## src/rtl/uart_parity_engine.sv

```systemverilog
// Parity generator/checker for a UART receive path. Tracks one frame at a time:
// accumulates parity over a DATA_W-bit data field (LSB first), then compares it
// against the received parity bit, and counts mismatches in a saturating counter.
module uart_parity_engine #(
  parameter int unsigned DATA_W = 8,
  parameter int unsigned CNT_W  = 8
) (
  input  logic             clk,
  input  logic             reset_n,
  input  logic [2:0]       parity_type,
  input  logic             start,
  input  logic             abort,
  input  logic             bit_valid,
  input  logic             bit_in,
  input  logic             par_valid,
  input  logic             par_in,
  input  logic             err_clr,
  output logic             busy,
  output logic             parity_bit,
  output logic             done,
  output logic             parity_err,
  output logic [CNT_W-1:0] err_count
);

  localparam int unsigned BitW = $clog2(DATA_W + 1);
  localparam logic [BitW-1:0] LastBit = BitW'(DATA_W - 1);

  localparam logic [2:0] ModeOdd   = 3'b001;
  localparam logic [2:0] ModeEven  = 3'b010;
  localparam logic [2:0] ModeMark  = 3'b011;
  localparam logic [2:0] ModeSpace = 3'b100;

  typedef enum logic [1:0] {StIdle, StData, StPar, StDone} state_e;

  state_e           state_q, state_d;
  logic [2:0]       mode_q, mode_d;
  logic [BitW-1:0]  bit_cnt_q, bit_cnt_d;
  logic             acc_q, acc_d;
  logic             par_q, par_d;
  logic             mism_q, mism_d;
  logic [CNT_W-1:0] cnt_q, cnt_d;

  logic             has_parity;
  logic             acc_next;
  logic             par_expected;

  // Codes 101-111 fall through to "none", so parity exists only for the four named modes.
  assign has_parity = (mode_q == ModeOdd) || (mode_q == ModeEven) ||
                      (mode_q == ModeMark) || (mode_q == ModeSpace);

  assign acc_next = acc_q ^ bit_in;

  // Expected parity once the final data bit has been folded in.
  always_comb begin
    case (mode_q)
      ModeOdd, ModeEven: par_expected = acc_next;
      ModeMark:          par_expected = 1'b1;
      ModeSpace:         par_expected = 1'b0;
      default:           par_expected = 1'b1;
    endcase
  end

  // Next-state and datapath updates for the frame FSM and error counter.
  always_comb begin
    state_d   = state_q;
    mode_d    = mode_q;
    bit_cnt_d = bit_cnt_q;
    acc_d     = acc_q;
    par_d     = par_q;
    mism_d    = mism_q;

    unique case (state_q)
      StIdle: begin
        // abort beats start; mismatch cleared so none-mode frames report no error
        if (start && !abort) begin
          mode_d    = parity_type;
          bit_cnt_d = '0;
          acc_d     = (parity_type == ModeOdd);
          mism_d    = 1'b0;
          state_d   = StData;
        end
      end
      StData: begin
        if (abort) begin
          state_d = StIdle;
        end else if (bit_valid) begin
          acc_d     = acc_next;
          bit_cnt_d = bit_cnt_q + 1'b1;
          if (bit_cnt_q == LastBit) begin
            par_d   = par_expected;
            state_d = has_parity ? StPar : StDone;
          end
        end
      end
      StPar: begin
        if (abort) begin
          state_d = StIdle;
        end else if (par_valid) begin
          mism_d  = (par_in != par_q);
          state_d = StDone;
        end
      end
      StDone: begin
        state_d = StIdle;
      end
      default: state_d = StIdle;
    endcase

    busy       = (state_q != StIdle);
    done       = (state_q == StDone);
    parity_err = done && mism_q && has_parity;

    // Clear wins over a coincident increment; the counter sticks at all-ones.
    cnt_d = cnt_q;
    if (err_clr) begin
      cnt_d = '0;
    end else if (parity_err && (cnt_q != '1)) begin
      cnt_d = cnt_q + 1'b1;
    end
  end

  // State registers with synchronous active-low reset.
  always_ff @(posedge clk) begin
    if (!reset_n) begin
      state_q   <= StIdle;
      mode_q    <= '0;
      bit_cnt_q <= '0;
      acc_q     <= 1'b0;
      par_q     <= 1'b1;
      mism_q    <= 1'b0;
      cnt_q     <= '0;
    end else begin
      state_q   <= state_d;
      mode_q    <= mode_d;
      bit_cnt_q <= bit_cnt_d;
      acc_q     <= acc_d;
      par_q     <= par_d;
      mism_q    <= mism_d;
      cnt_q     <= cnt_d;
    end
  end

  assign parity_bit = par_q;
  assign err_count  = cnt_q;

endmodule

```

## config.mk

```make
export PLATFORM = sky130hd
export DESIGN_NAME = uart_parity_engine
export DESIGN_NICKNAME = d
export VERILOG_FILES = /design/src/rtl/uart_parity_engine.sv
export SDC_FILE = /design/constraint.sdc
export NUM_CORES = 1
export LEC_CHECK = 0
export ABC_AREA = 1
export CAP_MARGIN = 5
export CORE_UTILIZATION = 40
export DETAILED_ROUTE_END_ITERATION = 12
export PLACE_DENSITY = 0.69
export SYNTH_ARGS = -nofsm -noshare
export SYNTH_HDL_FRONTEND = slang
export SYNTH_SLANG_ARGS = --single-unit
```

## constraint.sdc

```tcl
create_clock -name clk -period 2.55 [get_ports clk]
set_input_delay 0.255 -clock clk [delete_from_list [all_inputs] [get_ports clk]]
set_output_delay 0.255 -clock clk [all_outputs]
set_load 0.05 [all_outputs]
```

# Word-level counts from Yosys, hierarchy flattened
# Cells that the tools add are included.
# totals
out_inout_bits	12
ff_bits	20
wordCells	71
# classes
n_eq_ne	19
muxes	21
n_reduce_logical	19
bitwise	3
addsub	2
# op_table
operator	n
4-bit AND reduction	4
2-bit two-way mux	6
4-bit two-way mux	3
2-bit != test (second input constant)	5
3-bit != test (second input constant)	3
8-bit by 1-bit adder with 8-bit output (second input constant)	1
8-bit != test (second input constant)	1
2-bit one-hot mux with 4 select lines	1
4-bit one-hot mux with 2 select lines	1
1-bit two-way mux	7
3-bit by 1-bit equality test with 1-bit output (second input constant)	2
3-bit by 2-bit equality test with 1-bit output (second input constant)	2
1-bit one-hot mux with 2 select lines	3
2-bit nonzero test	3
4-bit by 1-bit adder with 4-bit output (second input constant)	1
2-bit equality test (second input constant)	2
4-bit by 3-bit equality test with 1-bit output (second input constant)	1
1-bit logical AND	4
2-bit OR reduction	2
3-bit equality test (second input constant)	1
1-bit logical OR	3
2-bit by 1-bit equality test with 1-bit output (second input constant)	1
2-bit logical NOT	1
1-bit NOT	2
other kinds (4)	4

# Logic depth before layout (Yosys ltp)
# depth
depth_word	9
depth_mapped	8
mapped_depth_nobuf	8

# Least setup slack after synthesis
# Ideal clock, no wire load.
# synth_timing
path_type	flip-flop to flip-flop
start	register cnt_q[0] (netlist: err_count[0])
end	register cnt_q[3] (netlist: err_count[3])
required_ns	2.480
arrival_ns	1.550
path_stages_with_launch	8
slack_ns	0.930
synth_period_minus_slack_ns	1.620
path_cell_list	dfxtp_1 > ha_1 > nand3_2 > inv_2 > nand2_2 > nand3_2 > nand2_1 > a21oi_1
# synth_between
elab_chain_cells	2
elab_cells_between_ends	3
cone_classes	add/sub (1); eq/ne (1); reduce/logical (1)
# synth_rtl
element	line_no	source
from (decl)	41	logic [CNT_W-1:0] cnt_q, cnt_d;
from (signal assigned)	139	cnt_q <= cnt_d;
branches (longest 2 deep; another with 8-bit by 1-bit adder with 8-bit output)	--	
# Several ways; the timed one is not identified.
# A chain may end at the register's enable or synchronous reset.

# Final worst setup path
# layout_timing
start	register state_q[0]
end	output parity_err
# layout_between
elab_chain_cells	3
# layout_rtl
element	line_no	source
from (decl)	35	state_e state_q, state_d;
from (signal assigned)	125	state_q <= StIdle;
from (signal assigned)	133	state_q <= state_d;
2-bit equality test	110	done = (state_q == StDone);
1-bit logical AND (2 in a row)	111	parity_err = done && mism_q && has_parity;
to (decl)	21	output logic parity_err,
# No other way between the ends.

==> results.md <==
- CTS Sinks: 20
- GRT Max-Usage Layer: met2
- Final worst path period share: around 93%
- Internal Dissipation: 524 uW
- Syn_nets: 191
- CORE AREA: 2810 um2
- Worst-margin pin slew: 0.513 ns
- Die W: 56.7 um
- Max Fanout on Critical Path: 8
- Dominant cell type by area after synthesis: dfxtp_1
- WP data arrival: between 2 and 2.5 ns
- Gp weighted congestion: 0.910
- Max rail drop VDD: 0.367 mV
- Grt met2 use: 29.1%
- CTS tree: done
- Initial antenna violation count: 0
- Via count: 1156
- Total Routed Length: 2510 um
- Drt drc: 4
- Overflow after GRT: 0
- Final Skew: 0.00821 ns
- CP endpoint kind: primary output
- GRT met1 Usage: 20.6%
- Final hold vios: 0
- Syn Area/Cell: 6.76 um2
- Hold-fix buffers, CTS: 0
- TritonRoute pass-1 iters: 8
- PwrDens: 561 nW/um2
- Switching share of power: 37.3%
- Startpoint Class: register
- # port buffers: 23
- Initial Utilization: 42.7%
- #FFs+latches synth: 20
- Clock power frac: 22.7%
- Minimum clock period: 2.38 ns
- CTS Buf Count: 3
- Max Fclk: 0.421 GHz
- Reg clk slew, reported paths: between 0.1 and 0.15 ns
- Crit path kind: register to primary output
- Die area: about 3200 um2
- Rows: 19
- Final setup TNS: 0 ns
- Share of cells above drive strength 1: 11.4%
- Routed Antenna Nets: 0
- Avg WL per Cell: 10.8 um
- Setup Buffers After CTS: 0
- Tot GR Track Use: 17.1%
- Post-synth top area share: 33.4%
- Reg2reg setup slack: 1.11 ns
- Skew-Pair Late Insertion Delay: 0.31 ns
- Die Y: roughly 57 um
- Final setup margin: 0.175 ns
- P&R area growth vs syn: 24.1%
- Worst rel slew slack: 65.7%
- Dpl ws: 0.551 ns
- First-pass GRT wire length: 4310 um
- Switch Pwr: 311 uW
- Final net count: 217
- Leak: 0.000599 uW
- Status: finished with violations
- N_diodes: 0
- RSZ-0062 raised after global routing: false
- Mapped Area: 1200 um2
- Maxcap violations: 0
- Hold Path Class: register to register
- Number of top-level pins: 24
- Logic pwr share: 32.9%
- Final Max Slew Viols: 0
- Ys Warns: 0
- H-Tree Depth: 1
- Syn Inst Count: about 180
- Violated checks: DRC
- Clock Path Buffers: 2
- Post-CTS resize count: 0
- Register area share after synthesis: 33.4%
- Root Driver: clkbuf_4
- Vias in the first global route: 1071
- Met3 Resource Use GR: 3.00%
- Largest net degree at the start of global routing: 12
- Largest cells by area after synthesis: dfxtp_1 (33%), nand2_1 (15%), a21oi_1 (7.1%)
- Filler cells: 291
- Initial DRC count: 63
- Register share of total power: between 40% and 50%
- Critical path required time: 2.30 ns
- Yosys cell types: 28
- Final setup viols: 0
- Detailed placement HPWL: 1930 um
- Vias per inst: 4.96
==> per-layer routing <==
metal / share of wire [%] / vias to the layer above
met2: 47 / 28
met4: 1.4 / 0
met5: 0 / -
li1: - / 619
met3: 5.0 / 5
met1: 47 / 504
==> stage by stage <==
step | total power (uW) | hold slack (ns) | instances | instance area, um2 | util, %
after floorplan | 585 | 0.440 | 177 | 1200 | -
after global placement | 645 | 0.455 | 229 | 1450 | 51.7
after detailed placement | 651 | 0.478 | 229 | 1450 | 51.7
after CTS | 839 | 0.496 | 233 | 1490 | 53.0
after global routing | 892 | 0.529 | 233 | 1490 | 53.0
final | 835 | 0.494 | 233 | 1490 | 53.0
==> power by group through the flow <==
stage / clock network [uW] / registers [uW] / logic (uW)
floorplan: 0 / 363 / 222
finish: 189 / 371 / 274
CTS: 192 / 370 / 276
detailed placement: 0 / 377 / 274
global route: 206 / 375 / 311
global placement: 0 / 375 / 270
==> cell usage after synthesis <==
| cell | count |
|---|---|
| inv_1 | 20 |
| nand2_1 | 47 |
| buf_2 | 1 |
| o21ai_1 | 3 |
| dfxtp_1 | 20 |
| nand4_1 | 3 |
| clkinv_1 | 1 |
| xor2_1 | 2 |
| nor3_1 | 1 |
| ha_1 | 2 |
| a21oi_2 | 1 |
| nand3_1 | 11 |
| nor2_4 | 2 |
| nand2_2 | 4 |
| nand3_2 | 2 |
| a31oi_1 | 1 |
| o21ai_0 | 10 |
| nand3b_1 | 1 |
| xnor2_1 | 2 |
| or2_2 | 1 |
| inv_2 | 3 |
| nor2_8 | 1 |
| a21oi_1 | 17 |
| nor2_2 | 2 |
| nand3_4 | 1 |
| buf_6 | 1 |
| nor2_1 | 15 |
| nand2_4 | 2 |
==> placed cells by master, fill, tap and decap left out <==
cell type	n
ha_1	2
inv_1	20
nand3_4	1
nand2_2	4
nor2_1	15
nand3b_1	1
a21oi_2	1
nor2_8	1
xnor2_1	2
nor2_4	2
clkinv_1	1
nand3_1	11
nand2_1	47
a21oi_1	17
a31oi_1	1
nand4_1	3
nor2_2	2
o21ai_1	3
nor3_1	1
inv_2	3
xor2_1	2
dfxtp_1	20
clkbuf_8	1
clkdlybuf4s50_1	23
or2_2	1
clkbuf_4	3
nand2_4	2
o21ai_0	10
nand3_2	2
==> worst max-delay path, cell delays in order, from the launching register on <==
cell	delay, ns
dfxtp_1	0.59
nand2_2	0.13
nor2_4	0.15
nand2_4	0.09
inv_1	0.06
clkdlybuf4s50_1	0.79
==> final cells by class <==
| type | count | area, um2 | share of cell area (%) |
|---|---|---|---|
| clock buffers | 4 | 36.3 | 2.44 |
| flip-flops and latches | 20 | 400 | 26.9 |
| repair buffers | 23 | 230 | 15.5 |
| well taps | 31 | 38.8 | 2.61 |
| multi-input cells | 131 | 691 | 46.5 |
| inverters | 24 | 90.1 | 6.06 |
==> cells by family after synthesis <==
group                    count (synthesis)  share of synthesized area, %
AND/OR/NAND/NOR                         93                          38.9
XOR/XNOR                                 4                          2.93
AO/OA/AOI/OAI                           32                          13.8
buffers and inverters                   26                          8.88
adder cells (fa/ha/maj)                  2                          2.09
flip-flops                              20                          33.4
==> path summary, 6_finish.rpt <==
| check | from | endpoint | cells past startpoint |
|---|---|---|---|
| setup / recovery | state_q[0]$_SDFFE_PN0P_ | parity_err | 5 |
| hold / removal | mode_q[0]$_SDFFE_PN0P_ | mode_q[0]$_SDFFE_PN0P_ | 2 |
| setup reg to reg | err_count[0]$_SDFFE_PP0P_ | err_count[1]$_SDFFE_PP0P_ | 8 |
| hold reg to reg | mode_q[0]$_SDFFE_PN0P_ | mode_q[0]$_SDFFE_PN0P_ | 2 |
==> state kept, by name, summed over array words and instances, names as in the netlist <==
register    cells
state_q         2
err_count       8
mism_q          1
mode_q          3
bit_cnt_q       4
parity_bit      1
acc_q           1
No activity file was read; power rests on OpenSTA's default activity.
